==> src/rtl/mips_fetch_queue_if.sv <==
// mips_fetch_queue_if: instruction-memory request/response channel.
// The fetch queue is the master; the instruction memory is the slave.
interface mips_fetch_queue_if;
    logic        imem_req_valid;
    logic        imem_req_ready;
    logic [31:0] imem_req_addr;
    logic        imem_rsp_valid;
    logic [31:0] imem_rsp_data;
    modport master (
        output imem_req_valid, imem_req_addr,
        input  imem_req_ready, imem_rsp_valid, imem_rsp_data
    );
    modport slave (
        input  imem_req_valid, imem_req_addr,
        output imem_req_ready, imem_rsp_valid, imem_rsp_data
    );
endinterface

==> src/rtl/mips_fetch_queue.sv <==
// mips_fetch_queue: fetch front end issuing imem requests and buffering instructions for decode.
// Defining FETCH_PERF_EN adds saturating bubble/redirect performance counters.
module mips_fetch_queue #(
    parameter int unsigned DEPTH    = 4,
    parameter int unsigned MAX_OUT  = 2,
    parameter logic [31:0] RESET_PC = 32'h0000_0000
) (
    input  logic               clk,
    input  logic               rst_n,
    input  logic               StallD,
    input  logic               PCSrcD,
    input  logic [31:0]        PCBranchD,
    mips_fetch_queue_if.master imem,
    output logic [31:0]        cmdD,
    output logic [31:0]        PCPlusFourD,
    output logic               validD
`ifdef FETCH_PERF_EN
    ,
    output logic [31:0]        perf_bubbles,
    output logic [31:0]        perf_redirects
`endif
);
    localparam int AW = $clog2(DEPTH);
    localparam int CW = AW + 1;
    localparam int TW = MAX_OUT > 1 ? $clog2(MAX_OUT) : 1;
    localparam int OW = $clog2(MAX_OUT + 1);

    logic [31:0]   pc_q, pc_d, cmd_q, cmd_d, pc4_q, pc4_d, rsp_pc4;
    logic [OW-1:0] out_q, out_d, drop_q, drop_d;
    logic [CW-1:0] cnt_q, cnt_d;
    logic [AW-1:0] rd_q, rd_d, wr_q, wr_d;
    logic [TW-1:0] tag_rd_q, tag_rd_d, tag_wr_q, tag_wr_d;
    logic          valid_q, valid_d;
    logic          redir, req_fire, rsp_keep, fifo_pop, fifo_push, load_bub;
    logic [31:0]   fifo_cmd [DEPTH];
    logic [31:0]   fifo_pc4 [DEPTH];
    logic [31:0]   tag_mem  [MAX_OUT];

    // Credit rule: buffered plus live in-flight responses never exceed DEPTH, so responses always fit.
    assign imem.imem_req_valid = rst_n && !redir && 32'(out_q) < MAX_OUT &&
                                 32'(cnt_q) + 32'(out_q) - 32'(drop_q) < DEPTH;
    assign imem.imem_req_addr  = pc_q;
    assign cmdD        = cmd_q;
    assign PCPlusFourD = pc4_q;
    assign validD      = valid_q;

    always_comb begin
        redir     = PCSrcD && !StallD;
        req_fire  = imem.imem_req_valid && imem.imem_req_ready;
        rsp_keep  = imem.imem_rsp_valid && drop_q == '0 && !redir;
        rsp_pc4   = tag_mem[tag_rd_q] + 32'd4;
        fifo_pop  = !StallD && !redir && cnt_q != '0;
        fifo_push = rsp_keep && (StallD || cnt_q != '0);
        load_bub  = !StallD && (redir || (cnt_q == '0 && !rsp_keep));
        pc_d      = redir ? PCBranchD : req_fire ? pc_q + 32'd4 : pc_q;
        out_d     = out_q + OW'(req_fire) - OW'(imem.imem_rsp_valid);
        drop_d    = redir ? out_q - OW'(imem.imem_rsp_valid)
                          : drop_q - OW'(imem.imem_rsp_valid && drop_q != '0);
        cnt_d     = redir ? '0 : cnt_q + CW'(fifo_push) - CW'(fifo_pop);
        rd_d      = redir ? '0 : rd_q + AW'(fifo_pop);
        wr_d      = redir ? '0 : wr_q + AW'(fifo_push);
        tag_wr_d  = !req_fire ? tag_wr_q : tag_wr_q == TW'(MAX_OUT - 1) ? '0 : tag_wr_q + 1'b1;
        tag_rd_d  = !imem.imem_rsp_valid ? tag_rd_q : tag_rd_q == TW'(MAX_OUT - 1) ? '0 : tag_rd_q + 1'b1;
        cmd_d     = StallD ? cmd_q : fifo_pop ? fifo_cmd[rd_q] : rsp_keep ? imem.imem_rsp_data : '0;
        pc4_d     = StallD ? pc4_q : fifo_pop ? fifo_pc4[rd_q] : rsp_keep ? rsp_pc4 : pc4_q;
        valid_d   = StallD ? valid_q : fifo_pop || rsp_keep;
    end

    always_ff @(posedge clk or negedge rst_n) begin
        if (!rst_n) begin
            pc_q     <= RESET_PC;
            out_q    <= '0;
            drop_q   <= '0;
            cnt_q    <= '0;
            rd_q     <= '0;
            wr_q     <= '0;
            tag_rd_q <= '0;
            tag_wr_q <= '0;
            cmd_q    <= '0;
            pc4_q    <= '0;
            valid_q  <= 1'b0;
        end else begin
            pc_q     <= pc_d;
            out_q    <= out_d;
            drop_q   <= drop_d;
            cnt_q    <= cnt_d;
            rd_q     <= rd_d;
            wr_q     <= wr_d;
            tag_rd_q <= tag_rd_d;
            tag_wr_q <= tag_wr_d;
            cmd_q    <= cmd_d;
            pc4_q    <= pc4_d;
            valid_q  <= valid_d;
        end
    end

    always_ff @(posedge clk) begin
        if (fifo_push) begin
            fifo_cmd[wr_q] <= imem.imem_rsp_data;
            fifo_pc4[wr_q] <= rsp_pc4;
        end
        if (req_fire)
            tag_mem[tag_wr_q] <= pc_q;
    end

`ifdef FETCH_PERF_EN
    logic [31:0] bub_q, bub_d, red_q, red_d;

    always_comb begin
        bub_d = load_bub && bub_q != '1 ? bub_q + 32'd1 : bub_q;
        red_d = redir && red_q != '1 ? red_q + 32'd1 : red_q;
    end

    always_ff @(posedge clk or negedge rst_n) begin
        if (!rst_n) begin
            bub_q <= '0;
            red_q <= '0;
        end else begin
            bub_q <= bub_d;
            red_q <= red_d;
        end
    end

    assign perf_bubbles   = bub_q;
    assign perf_redirects = red_q;
`endif
endmodule

==> src/flat_wrapper.sv <==
// flat-port wrapper written by rule: the top's interface ports become plain ports
module mips_fetch_queue_flat 
#(
    parameter int unsigned DEPTH    = 4,
    parameter int unsigned MAX_OUT  = 2,
    parameter logic [31:0] RESET_PC = 32'h0000_0000
)
  (clk, rst_n, StallD, PCSrcD, PCBranchD, cmdD, PCPlusFourD, validD, imem_imem_req_valid, imem_imem_req_addr, imem_imem_req_ready, imem_imem_rsp_valid, imem_imem_rsp_data);
  mips_fetch_queue_if imem_i ();
  input  logic clk;
  input  logic rst_n;
  input  logic StallD;
  input  logic PCSrcD;
  input  logic [31:0] PCBranchD;
  output logic [31:0] cmdD;
  output logic [31:0] PCPlusFourD;
  output logic validD;
  output wire logic [$bits(imem_i.imem_req_valid)-1:0] imem_imem_req_valid;
  output wire logic [$bits(imem_i.imem_req_addr)-1:0] imem_imem_req_addr;
  input wire logic [$bits(imem_i.imem_req_ready)-1:0] imem_imem_req_ready;
  input wire logic [$bits(imem_i.imem_rsp_valid)-1:0] imem_imem_rsp_valid;
  input wire logic [$bits(imem_i.imem_rsp_data)-1:0] imem_imem_rsp_data;
  assign imem_imem_req_valid = imem_i.imem_req_valid;
  assign imem_imem_req_addr = imem_i.imem_req_addr;
  assign imem_i.imem_req_ready = imem_imem_req_ready;
  assign imem_i.imem_rsp_valid = imem_imem_rsp_valid;
  assign imem_i.imem_rsp_data = imem_imem_rsp_data;
  mips_fetch_queue #(.DEPTH(DEPTH), .MAX_OUT(MAX_OUT), .RESET_PC(RESET_PC)) u_core (.clk(clk), .rst_n(rst_n), .StallD(StallD), .PCSrcD(PCSrcD), .PCBranchD(PCBranchD), .imem(imem_i), .cmdD(cmdD), .PCPlusFourD(PCPlusFourD), .validD(validD));
endmodule
==> config.mk <==
export PLATFORM = sky130hd
export DESIGN_NAME = mips_fetch_queue_flat
export DESIGN_NICKNAME = d
export VERILOG_FILES = /design/src/rtl/mips_fetch_queue_if.sv /design/src/rtl/mips_fetch_queue.sv /design/src/flat_wrapper.sv
export SDC_FILE = /design/constraint.sdc
export NUM_CORES = 1
export LEC_CHECK = 0
export BUFFER_PORTS_ARGS = -buffer_cell sky130_fd_sc_hd__buf_2
export CORE_ASPECT_RATIO = 1.5
export CORE_MARGIN = 1
export CORE_UTILIZATION = 53
export DETAILED_ROUTE_END_ITERATION = 7
export GPL_TIMING_DRIVEN = 0
export MAX_ROUTING_LAYER = met4
export PLACE_DENSITY = 0.87
export REMOVE_ABC_BUFFERS = 1
export SKIP_CTS_REPAIR_TIMING = 1
export SLEW_MARGIN = 40
export SYNTH_ARGS = -nofsm -noshare
export SYNTH_HDL_FRONTEND = slang
export SYNTH_SLANG_ARGS = --single-unit
==> constraint.sdc <==
create_clock -name clk -period 7.5 [get_ports clk]
set_clock_uncertainty 0.05 [all_clocks]
set_input_delay 0.75 -clock clk [delete_from_list [all_inputs] [get_ports clk]]
set_output_delay 0.75 -clock clk [all_outputs]
set_load 0.005 [all_outputs]
Yosys cells after proc, flatten, opt, wreduce, memory -nomap -nowiden
Memory sizes are Yosys's and may differ from the RTL's.
Cells that the tools add are included.
{ "op_classes": {"n_addsub": 14, "mul": 0, "div_mod_pow": 0, "n_lt_le_gt_ge": 2, "n_eq_ne": 0, "shifts": 0, "muxes": 16, "bitwise": 1, "n_reduce_logical": 21} }
{ "ops": {"columns": ["operator", "count"], "rows": [
  ["32-bit 2-to-1 mux", 6],
  ["32-bit by 3-bit adder with 32-bit output (second input constant)", 2],
  ["32-bit by 3-bit less-than comparator with 1-bit output (second input constant)", 1],
  ["32-bit by 2-bit subtractor with 32-bit output", 1],
  ["1-bit logical AND", 11],
  ["2-bit by 1-bit adder with 2-bit output", 3],
  ["1-bit 2-to-1 mux", 6],
  ["2-bit 2-to-1 mux", 3],
  ["2-bit nonzero test", 3],
  ["2-bit by 1-bit subtractor with 2-bit output", 3],
  ["3-bit by 2-bit adder with 4-bit output", 1],
  ["3-bit by 1-bit adder with 3-bit output", 1],
  ["3-bit 2-to-1 mux", 1],
  ["3-bit nonzero test", 1],
  ["3-bit by 1-bit subtractor with 3-bit output", 1],
  ["1-bit adder (second input constant)", 2],
  ["1-bit logical NOT", 2],
  ["2-bit logical NOT", 1],
  ["1-bit logical OR", 2],
  ["2-bit less-than comparator (second input constant)", 1],
  ["2-bit AND reduction", 1],
  ["1-bit inverter", 1]
]} }
{ "totals": {"ff_bits": 110, "latch_bits": 0, "ram_bits": 320, "romBits": 0, "input_bits": 70, "output_inout_bits": 98, "elab_cells": 68, "mem_count": 3} }
{ "memory_table": {"columns": ["name", "words", "word_bits", "read_ports", "rd_ports_with_merged_regs", "wr", "line", "source"], "rows": [
  ["u_core.fifo_cmd", 4, 32, 1, 0, 1, "mips_fetch_queue.sv:35", "logic [31:0] fifo_cmd [DEPTH];"],
  ["u_core.fifo_pc4", 4, 32, 1, 0, 1, "mips_fetch_queue.sv:36", "logic [31:0] fifo_pc4 [DEPTH];"],
  ["u_core.tag_mem", 2, 32, 1, 0, 1, "mips_fetch_queue.sv:37", "logic [31:0] tag_mem [MAX_OUT];"]
]} }

Depth between registers and ports, before layout
Gate-level depths: netlist of the first run.
{ "depth": {"word_depth": 9, "mapped_depth": 13, "ltp_nobuf": 12} }

Worst setup path before layout of the first run
OpenSTA, ideal clock, no wires.
{ "synth_timing": {"kind": "in2reg", "startpoint": "in StallD", "endpoint": "mem u_core.fifo_cmd[0][0], enable pin", "setup_ps": 644, "arrival_time_ps": 7163, "required_ps": 6806, "path_slack_ps": -357, "cell_stages": 3, "path_buffers": 1, "cell_sequence": "clkbuf_1 > nor2_1 > nor4_1"} }
{ "synth_via": {"elab_chain_cells": 7, "word_cells_on_any_way": 8, "classes_between": "2 x mux; 6 x reduce/logical"} }
{ "synth_rtl": {"columns": ["element", "line", "source"], "rows": [
  ["start, declared", "flat_wrapper.sv:12", "input logic StallD;"],
  ["1-bit logical NOT", "mips_fetch_queue.sv:48", "redir = PCSrcD && !StallD;"],
  ["1-bit logical AND", "mips_fetch_queue.sv:48", null],
  ["1-bit logical NOT", "mips_fetch_queue.sv:50", "rsp_keep = imem.imem_rsp_valid && drop_q == '0 && !redir;"],
  ["1-bit logical AND", "mips_fetch_queue.sv:50", null],
  ["1-bit logical AND (*)", "mips_fetch_queue.sv:53", "fifo_push = rsp_keep && (StallD || cnt_q != '0);"],
  ["1-bit 2-to-1 mux (*)", "mips_fetch_queue.sv:98", "if (fifo_push) begin"],
  ["1-bit 2-to-1 mux (not written as such) (*)", "mips_fetch_queue.sv:99", "fifo_cmd[wr_q] <= imem.imem_rsp_data;"],
  ["end, declared", "mips_fetch_queue.sv:35", null]
]} }
Mark *: on every way between the ends. The rest lies on a longest branch, timed or not.

Worst setup path after layout of the first run
{ "layout_timing": {"startpoint": "reg u_core.cnt_q[0]", "endpoint": "out imem_imem_req_valid"} }
{ "layout_via": {"elab_chain_cells": 4} }
{ "layout_rtl": {"columns": ["element", "line", "source"], "rows": [
  ["start, declared", "mips_fetch_queue.sv:30", "logic [CW-1:0] cnt_q, cnt_d;"],
  ["start signal, assigned", "mips_fetch_queue.sv:86", "cnt_q <= cnt_d;"],
  ["3-bit by 2-bit adder with 4-bit output", "mips_fetch_queue.sv:41", "32'(cnt_q) + 32'(out_q) - 32'(drop_q) < DEPTH;"],
  ["32-bit by 2-bit subtractor with 32-bit output", "mips_fetch_queue.sv:41", null],
  ["32-bit by 3-bit less-than comparator with 1-bit output", "mips_fetch_queue.sv:41", null],
  ["1-bit logical AND", "mips_fetch_queue.sv:40", "assign imem.imem_req_valid = rst_n && !redir && 32'(out_q) < MAX_OUT &&"],
  ["end, declared", "flat_wrapper.sv:18", "output wire logic [$bits(imem_i.imem_req_valid)-1:0] imem_imem_req_valid;"]
]} }
No other way between the ends.

==> results.yml, run 1 <==
run_status:
  outcome: "completed"
setup_path:
  rrSetupSlack_ns: 3.04
  crit_type: "reg2out"
  crit_chain: "ha_1, fa_1, ha_1, a21oi_2, and2_1, ha_1, nor4bb_1, nand2_1, nor2_1, buf_2"
  crit_top_cell: "ha_1"
  cp.required_ns: 6.70
  critPathArrivalTime_ns: 3.84
  r2r-end: "u_core.imem.imem_req_addr[28]$_DFFE_PN0P_"
  critPathMaxStageDelay_ns: 0.59
  cp-end-kind: "primary output"
  critPathMaxFanout: 6
  reg2reg_depth: 11
  cpMaxStageDelayCell: "nor4bb_1"
  start_kind: "flip-flop"
  r2r_start: "u_core.cnt_q[0]$_DFF_PN0_"
cells_and_area:
  final_util_pct: 63.7
  multi_input_area_um2: 5160
  drive_gt1_share_pct: 26.6
  seqCellArea_um2: 12400
  synthToLayoutAreaGrowth_pct: 17.6
  filler_cell_count: 2237
  final_area_um2: 20800
  final_cell_mix: "320 x edfxtp_1, 187 x buf_2, 135 x nand2_1"
  final_common_cell: "edfxtp_1"
  finish.net_count: 1418
placed_design:
  dpl_worst_slack_ns: 3.12
  place_area_um2: 19600
  place_congestion: 0.856
  hpwl_mm: 25.7
  port_buffers: 167
sta:
  slew_headroom_pct: 43.6
  finalSetupViolCount: 0
  max_freq_mhz: 215
  tightest_slew_ns: 0.844
  post-route-period-util_pct: 61.9
  final_max_slew_viol_count: 0
  fin_ws_ns: 2.86
  rsz0062_at_grt: "no"
  final.setup.tns_ns: 0
  hold_viol: 0
  min_period_ns: 4.64
power:
  cellLeakagePower_nw: 7.71
  power_w: 0.00725
  p_per_area_nw_per_um2: 348
  max-vdd-ir-drop_mv: 0.243
detailed_routing:
  vias_per_cell: 6.02
  routed_wl_mm: 38.7
  vias: 10700
  drc: 0
  drt_iter0_markers: 613
  drtPass1Iterations: 5
  ant_nets: 0
  detail_route.wl_per_cell_um: 21.8
logic_synthesis:
  syn_area_um2: 17700
  syn_area_per_cell_um2: 15.6
  yosysSeqAreaShare_pct: 69.7
  synth_top_area_share_pct: 54.2
  synth_area_leader_cell: "edfxtp_1"
  synth_cells: 1137
  ys_types: 54
  yosysWarnings: 0
  synth_seq_cells: 430
  synthArstFlopShare_pct: 25.6
  synth_area_leaders: "edfxtp_1 54%, dfrtp_1 16%, mux4_2 8.1%"
  synth-edff-count: 320
  ys.flop_type: "edfxtp_1"
worst_hold_path:
  hold_class: "in2async"
clocking:
  cts_buffer_depth: 3
  cts_root_buf: "clkbuf_16"
  cts-htree-levels: 2
  clk_latency_ns: 0.54
  cts_tree: "done"
  numCtsBuffers: 39
  clock_sinks: 430
  clk_pin_slew_ns: 0.06
floorplanning:
  num_io_pins: 168
  rows: 81
  dieHeight_um: 226
  dieArea_um2: 34200
  initial_core_util_pct: 54.2
  core_um2: 32700
  die_width_um: 151
flow_run:
  maxCapViolations: 0
global_route:
  grt_usage_pct: 24.0
  gr-total-overflow: 0
  antenna_found_initial: 1
  grt_pass1_wl_mm: 60.0
  grt_max_degree: 63
  grt_pass1_vias: 11000
area by class of cell:
type                       count  share of cell area, %
multi-input combinational    636                   24.8
tap                          415                   2.49
clock buffer                  52                   5.37
antenna                        1                 0.0120
sequential                   430                   59.4
clock inverter                19                  0.768
inverter                      17                  0.330
timing repair buffer         209                   6.90
synthesized netlist by cell type, types with 2 or more instances:
cell type and count:
fa_1 2, edfxtp_1 320, and4_1 5, mux4_2 64, nand4_1 13, nor2b_1 6, ha_1 13, a31oi_1 18
buf_1 5, inv_1 17, mux2_2 3, nor3_1 10, nand2b_1 2, nand3b_1 11, xor2_1 22, nand3_1 29
a32oi_1 3, nor4_1 12, or4_1 12, buf_2 10, a21oi_1 18, a22oi_1 34, mux2i_1 34, o21ai_0 30
nand2_1 135, nor2_1 44, nand4b_1 3, o31ai_1 8, dfrtp_1 110, or3_1 6, a22o_1 13, nor4b_1 2
xnor2_1 36, a21o_1 15, clkbuf_1 38, and3_1 8, and2_1 9
how the worst max path moves through the flow:
stage / start / endpoint / slack (ns) / depth (start not counted)
floorplan: imem_imem_rsp_valid / u_core.fifo_cmd[0][0]$_DFFE_PP_ / -0.21 / 2
global placement: StallD / u_core.fifo_cmd[0][31]$_DFFE_PP_ / -5.64 / 3
detailed placement: u_core.cnt_q[0]$_DFF_PN0_ / u_core.imem.imem_req_addr[22]$_DFFE_PN0P_ / 3.12 / 11
CTS: u_core.cnt_q[0]$_DFF_PN0_ / imem_imem_req_valid / 2.90 / 10
global route: u_core.cnt_q[0]$_DFF_PN0_ / imem_imem_req_valid / 2.71 / 10
finish: u_core.cnt_q[0]$_DFF_PN0_ / imem_imem_req_valid / 2.86 / 10
power breakdown:
part	internal [W]	switching, W
combinational	0.000912	0.00108
clock	0.00113	0.000850
sequential	0.00300	0.000281
sequential cells by signal, summed over array words and instances, names as in the netlist:
| register | cells |
|---|---|
| u_core.fifo_cmd | 128 |
| u_core.fifo_pc4 | 128 |
| u_core.tag_mem | 64 |
| u_core.PCPlusFourD | 32 |
| u_core.cmdD | 32 |
| u_core.imem.imem_req_addr | 32 |
| u_core.cnt_q | 3 |
| u_core.drop_q | 2 |
| u_core.out_q | 2 |
| u_core.rd_q | 2 |
| u_core.wr_q | 2 |
| u_core.tag_rd_q | 1 |
| u_core.tag_wr_q | 1 |
| u_core.validD | 1 |
worst max-delay path: cells and delay by family, from the launching register on:
family | cells | cell delay [ns]
AOI/OAI and AO/OA | 1 | 0.29
and+or+nand+nor | 4 | 1.36
adders and majority gates | 4 | 1.10
DFF | 1 | 0.41
buffers and inverters | 1 | 0.15
kinds of logic (layout without fill, tap and decap cells):
group | count (synthesis) | in the layout | synth area share, %
flip-flops | 430 | 430 | 69.7
AND/OR/NAND/NOR | 312 | 312 | 8.60
AO/OA/AOI/OAI | 149 | 149 | 5.70
multiplexers | 101 | 101 | 10.2
buffers and inverters | 71 | 297 | 1.62
XOR/XNOR | 59 | 59 | 2.96
adder cells (fa/ha/maj) | 15 | 15 | 1.14
other | 0 | 1 | 0
metrics by stage:
| stage | std cells | hold WS [ns] |
|---|---|---|
| 2_1_floorplan | 1083 | 0.404 |
| 3_3_place_gp | 1665 | 0.399 |
| 3_5_place_dp | 1707 | 0.403 |
| 4_1_cts | 1778 | 0.121 |
| 5_1_grt | 1779 | 0.127 |
| 6_report | 1779 | 0.109 |
per-layer routing:
metal | vias up | track usage [%] | routed length [um]
li1 | 4785 | - | -
met1 | 5417 | 27.3 | 14400
met2 | 401 | 42.3 | 21100
met3 | 99 | 3.35 | 1980
met4 | 0 | 9.77 | 1240
met5 | - | - | 0
Power figures use the tool's default switching activity.
==> run 2: changes to the inputs <==
ABC_AREA = 1   (was default)
CORE_UTILIZATION = 54   (was 53)
PLACE_DENSITY = 0.88   (was 0.87)
clock period = 4.05 ns   (was 7.5 ns; I/O delays follow)
==> results.yml, run 2 <==
clocking:
  cts-htree-levels: 2
  clk_pin_slew_ns: 0.06
  clock_sinks: 430
  cts_root_buf: "clkbuf_16"
  clk_latency_ns: 0.55
  cts_buffer_depth: 3
  numCtsBuffers: 40
  cts_tree: "done"
placed_design:
  port_buffers: 167
  place_congestion: 0.944
  hpwl_mm: 32.5
  place_inst: 2477
floorplanning:
  initial_core_util_pct: 55.3
  rows: 83
  die_width_um: 155
  num_io_pins: 168
  dieHeight_um: 232
  core_um2: 34500
  dieArea_um2: 36100
logic_synthesis:
  synth.most_common_cell: "nand2_1"
  synth_cells: 1868
  synth_area_leader_cell: "edfxtp_1"
  yosysWarnings: 0
  ys.flop_type: "edfxtp_1"
  ys_types: 45
  synth_seq_cells: 430
  synth_area_leaders: "edfxtp_1 50%, dfrtp_1 14%, nand2_1 8.3%"
  yosys-top-cells-count: "420 x nand2_1, 320 x edfxtp_1, 226 x nor2_1"
  yosysSeqAreaShare_pct: 64.8
  synth_top_area_share_pct: 50.4
  syn_area_um2: 19100
  synth-edff-count: 320
  syn_area_per_cell_um2: 10.2
  synthArstFlopShare_pct: 25.6
cells_and_area:
  diodes: 0
  finish.net_count: 2139
  top_regs: "u_core.fifo_cmd (128), u_core.fifo_pc4 (128), u_core.tag_mem (64)"
  drive_gt1_share_pct: 17.5
  final_cell_mix: "420 x nand2_1, 320 x edfxtp_1, 223 x nor2_1"
  fin_cells: 2552
  synthToLayoutAreaGrowth_pct: 15.6
  final_common_cell: "nand2_1"
sta:
  tightest_slew_ns: 0.832
  min_period_ns: 3.84
  rsz0062_at_grt: "no"
  fin_hold_ws_ns: 0.0118
  slew_headroom_pct: 44.4
  max_freq_mhz: 260
  final_max_slew_viol_count: 0
  hold_viol: 0
  finalSetupViolCount: 0
  post-route-period-util_pct: 94.8
global_route:
  grt_pass1_wl_mm: 76.7
  use_met1_pct: 32.8
  grt_usage_pct: 28.4
  grt_use_met2_pct: 49.4
  grt_use_met3_pct: 3.23
  grt_pass1_vias: 14600
  grt.busiest_layer: "met2"
  gr-total-overflow: 0
  grt_max_degree: 106
  antenna_found_initial: 0
setup_path:
  cp.required_ns: 4.44
  critPathMaxFanout: 46
  start_kind: "input port"
  critPathArrivalTime_ns: 4.23
  crit_type: "in2reg"
  cp-end-kind: "flip-flop"
detailed_routing:
  routed_wl_mm: 49.3
  detail_route.wl_per_cell_um: 19.3
  vias_per_cell: 5.77
  drtPass1Iterations: 5
  drc: 0
  drt_iter0_markers: 1397
  ant_nets: 0
  vias: 14700
run_status:
  outcome: "completed"
power:
  max-vdd-ir-drop_mv: 0.452
  power_w: 0.0150
  cellLeakagePower_nw: 9.06
  p_per_area_nw_per_um2: 682
flow_run:
  maxCapViolations: 0
worst_hold_path:
  hold_class: "in2reg"
## run 2: report_power, final
part | total (W) | leakage [nW] | internal, W | switching [W]
clock network | 0.00367 | 0.613 | 0.00205 | 0.00161
logic | 0.00484 | 4.17 | 0.00163 | 0.00321
registers | 0.00653 | 4.27 | 0.00580 | 0.000727
## run 2: layout make-up
| cell class | count | area (um^2) |
|---|---|---|
| fillers | 2620 | 12400 |
| flip-flops and latches | 430 | 12400 |
| repair buffers | 229 | 1450 |
| clock buffers | 55 | 1070 |
| clock inverters | 18 | 184 |
| well taps | 467 | 584 |
| multi-input cells | 1217 | 5840 |
| inverters | 136 | 533 |
## run 2: path summary, 6_finish.rpt
path	slack, ns	cells past startpoint	end	startpoint
worst max-delay path	0.21	11	u_core.PCPlusFourD[16]$_DFFE_PN0P_	StallD
worst min-delay path	0.01	3	u_core.imem.imem_req_addr[0]$_DFFE_PN0P_	PCBranchD[0]
worst max register to register	0.23	15	u_core.fifo_pc4[3][0]$_DFFE_PP_	u_core.cnt_q[1]$_DFF_PN0_
worst min register to register	0.43	2	u_core.PCPlusFourD[13]$_DFFE_PN0P_	u_core.PCPlusFourD[13]$_DFFE_PN0P_
max in group asynchronous	2.88	3	u_core.tag_rd_q$_DFFE_PN0P_	rst_n
min in group asynchronous	0.34	2	u_core.cmdD[25]$_DFFE_PN0N_	rst_n
## run 2: per-stage QoR
step | worst slack, ns | setup TNS, ns | util, % | area (um^2)
4_1_cts | -0.0199 | -0.0833 | 63.7 | 22000
3_3_place_gp | -6.76 | -1998.32 | 58.3 | 20100
3_5_place_dp | -0.514 | -19.19 | 60.1 | 20700
6_report | 0.210 | 0 | 63.9 | 22000
5_1_grt | 0.0198 | 0 | 63.9 | 22000
2_1_floorplan | -2.29 | -596.11 | - | 18700
## run 2: layer usage
metal,up-vias,wire (um)
met2,719,25900
met4,0,2340
met1,7099,18200
met3,172,2900
met5,-,0
li1,6739,-
## run 2: logic make-up after synthesis
group / Yosys count / share of synthesized area [%]
flops: 430 / 64.8
xor+xnor: 17 / 0.820
buf+inv: 221 / 4.80
simple gates: 865 / 19.3
compound gates: 320 / 9.16
fa+ha+maj: 15 / 1.06
## run 2: critical path, stage by stage
cell	delay (ns)
buf_2	0.28
buf_16	0.22
inv_4	0.07
nand2_4	0.40
inv_2	0.44
nor2_4	0.76
o21ai_4	0.19
buf_8	0.21
inv_2	0.59
o21ai_0	0.20
o21ai_0	0.31
==> run 3: changes to the inputs <==
ABC_AREA = 0   (was 1)
CORE_UTILIZATION = 53   (was 54)
PLACE_DENSITY = 0.87   (was 0.88)
==> results.yml, run 3 (synthesis gave the netlist of run 1 again) <==
global_route:
  gr-total-overflow: 0
  antenna_found_initial: 1
  grt_usage_pct: 24.0
  grt_max_degree: 63
  grt_pass1_wl_mm: 60.0
  grt_pass1_vias: 11000
clocking:
  clock_sinks: 430
  cts_tree: "done"
  numCtsBuffers: 39
  cts_root_buf: "clkbuf_16"
  cts_buffer_depth: 3
  clk_latency_ns: 0.54
  clk_pin_slew_ns: 0.06
  cts-htree-levels: 2
placed_design:
  port_buffers: 167
  place_congestion: 0.856
  hpwl_mm: 25.7
  place_area_um2: 19600
sta:
  min_period_ns: 3.90
  fin_hold_ws_ns: 0.0206
  rsz0062_at_grt: "no"
  post-route-period-util_pct: 96.2
  max_freq_mhz: 257
  hold_viol: 0
  finalSetupViolCount: 0
  tightest_slew_ns: 0.849
  final_max_slew_viol_count: 0
  slew_headroom_pct: 43.2
floorplanning:
  core_um2: 32700
  die_width_um: 151
  dieArea_um2: 34200
  num_io_pins: 168
  dieHeight_um: 226
  rows: 81
  initial_core_util_pct: 54.2
flow_run:
  maxCapViolations: 0
setup_path:
  cp.required_ns: 4.46
  cp-startpoint: "u_core.cnt_q[0]$_DFF_PN0_"
  critPathArrivalTime_ns: 4.31
  start_kind: "flip-flop"
  critPathMaxFanout: 16
  cp-end-kind: "flip-flop"
  crit_type: "reg2reg"
  reg2reg_depth: 11
  r2r_start: "u_core.cnt_q[0]$_DFF_PN0_"
power:
  p_clk_share_pct: 27.1
  cellLeakagePower_nw: 7.73
  max-vdd-ir-drop_mv: 0.444
  pwr-share-seq_pct: 45.0
  p_per_area_nw_per_um2: 646
  p_comb_share_pct: 27.8
  power_w: 0.0135
  intPower_w: 0.00938
  p_sw_share_pct: 30.5
  p_switching_w: 0.00413
detailed_routing:
  routed_wl_mm: 38.8
  detail_route.wl_per_cell_um: 21.8
  vias_per_cell: 6.02
  drc: 0
  drt_iter0_markers: 587
  drtPass1Iterations: 5
  vias: 10700
  ant_nets: 0
cells_and_area:
  synthToLayoutAreaGrowth_pct: 18.0
  multi_input_area_um2: 5200
  final_area_um2: 20900
  seqCellArea_um2: 12400
  filler_cell_count: 2224
  drive_gt1_share_pct: 26.8
  top_regs: "u_core.fifo_cmd (128), u_core.fifo_pc4 (128), u_core.tag_mem (64)"
  final_cell_mix: "320 x edfxtp_1, 187 x buf_2, 134 x nand2_1"
  final_common_cell: "edfxtp_1"
  finish.net_count: 1420
run_status:
  outcome: "completed"
worst_hold_path:
  hold_class: "in2reg"
  holdPathStages: 3
  holdCritStartpoint: "PCBranchD[1]"
## run 3: cell count changes in the layout (fill, tap and decap cells not counted), sizes merged, moves of 18 or more
cell,before,now
a22oi,12,35
a31oi,0,18
nor2,241,44
nand2,447,135
buf,228,210
mux2i,0,34
mux4,0,64
xnor2,4,37
o22ai,51,0
nand3,138,29
o21ai,215,30
inv,137,18
## run 3: cell type report
class                   instances  area share [%]
multi-input cells             636            24.9
flip-flops and latches        430            59.2
inverters                      17           0.329
well taps                     415            2.48
clock inverters                19           0.766
clock buffers                  52            5.35
diodes                          1          0.0120
repair buffers                211            7.02
## run 3: critical path, stage by stage, from the launching register on
cell and delay, ns:
dfrtp_1 0.41, ha_1 0.25, fa_1 0.45, ha_1 0.33
a21oi_4 0.09, and2_1 0.16, ha_1 0.27, nor4bb_4 0.38
nand2_2 0.19, or3_4 0.52, or4_1 0.53, a31oi_1 0.17
## run 3: path summary, 6_finish.rpt
kind,endpoint,slack (ns)
setup / recovery,u_core.imem.imem_req_addr[26]$_DFFE_PN0P_,0.15
hold / removal,u_core.imem.imem_req_addr[1]$_DFFE_PN0P_,0.02
setup reg to reg,u_core.imem.imem_req_addr[26]$_DFFE_PN0P_,0.15
hold reg to reg,u_core.cmdD[21]$_DFFE_PN0N_,0.41
max in group asynchronous,u_core.imem.imem_req_addr[6]$_DFFE_PN0P_,2.90
min in group asynchronous,u_core.cmdD[6]$_DFFE_PN0N_,0.37
## run 3: metal layers
layer | up-vias | GRT usage (%) | routed length (um)
li1 | 4785 | - | -
met1 | 5460 | 27.3 | 14400
met2 | 393 | 42.3 | 21100
met3 | 92 | 3.35 | 2040
met4 | 0 | 9.77 | 1260
met5 | - | - | 0
## run 3: through the flow
step	setup slack (ns)	TNS (ns)	cells	util (%)
after floorplan	-3.36	-240.69	1083	-
after global routing	0.0389	0	1781	63.9
after CTS	-0.361	-13.04	1778	63.7
after detailed placement	-0.332	-10.57	1707	59.8
after global placement	-8.74	-1172.55	1665	57.6
final	0.152	0	1781	63.9
## run 3: power groups by stage
stage	Combinational [W]	Sequential, W	Clock [W]
2_1_floorplan	0.00217	0.00627	0
3_3_place_gp	0.00319	0.00643	0
3_5_place_dp	0.00367	0.00617	0
4_1_cts	0.00372	0.00608	0.00372
5_1_grt	0.00407	0.00616	0.00388
6_report	0.00376	0.00608	0.00366
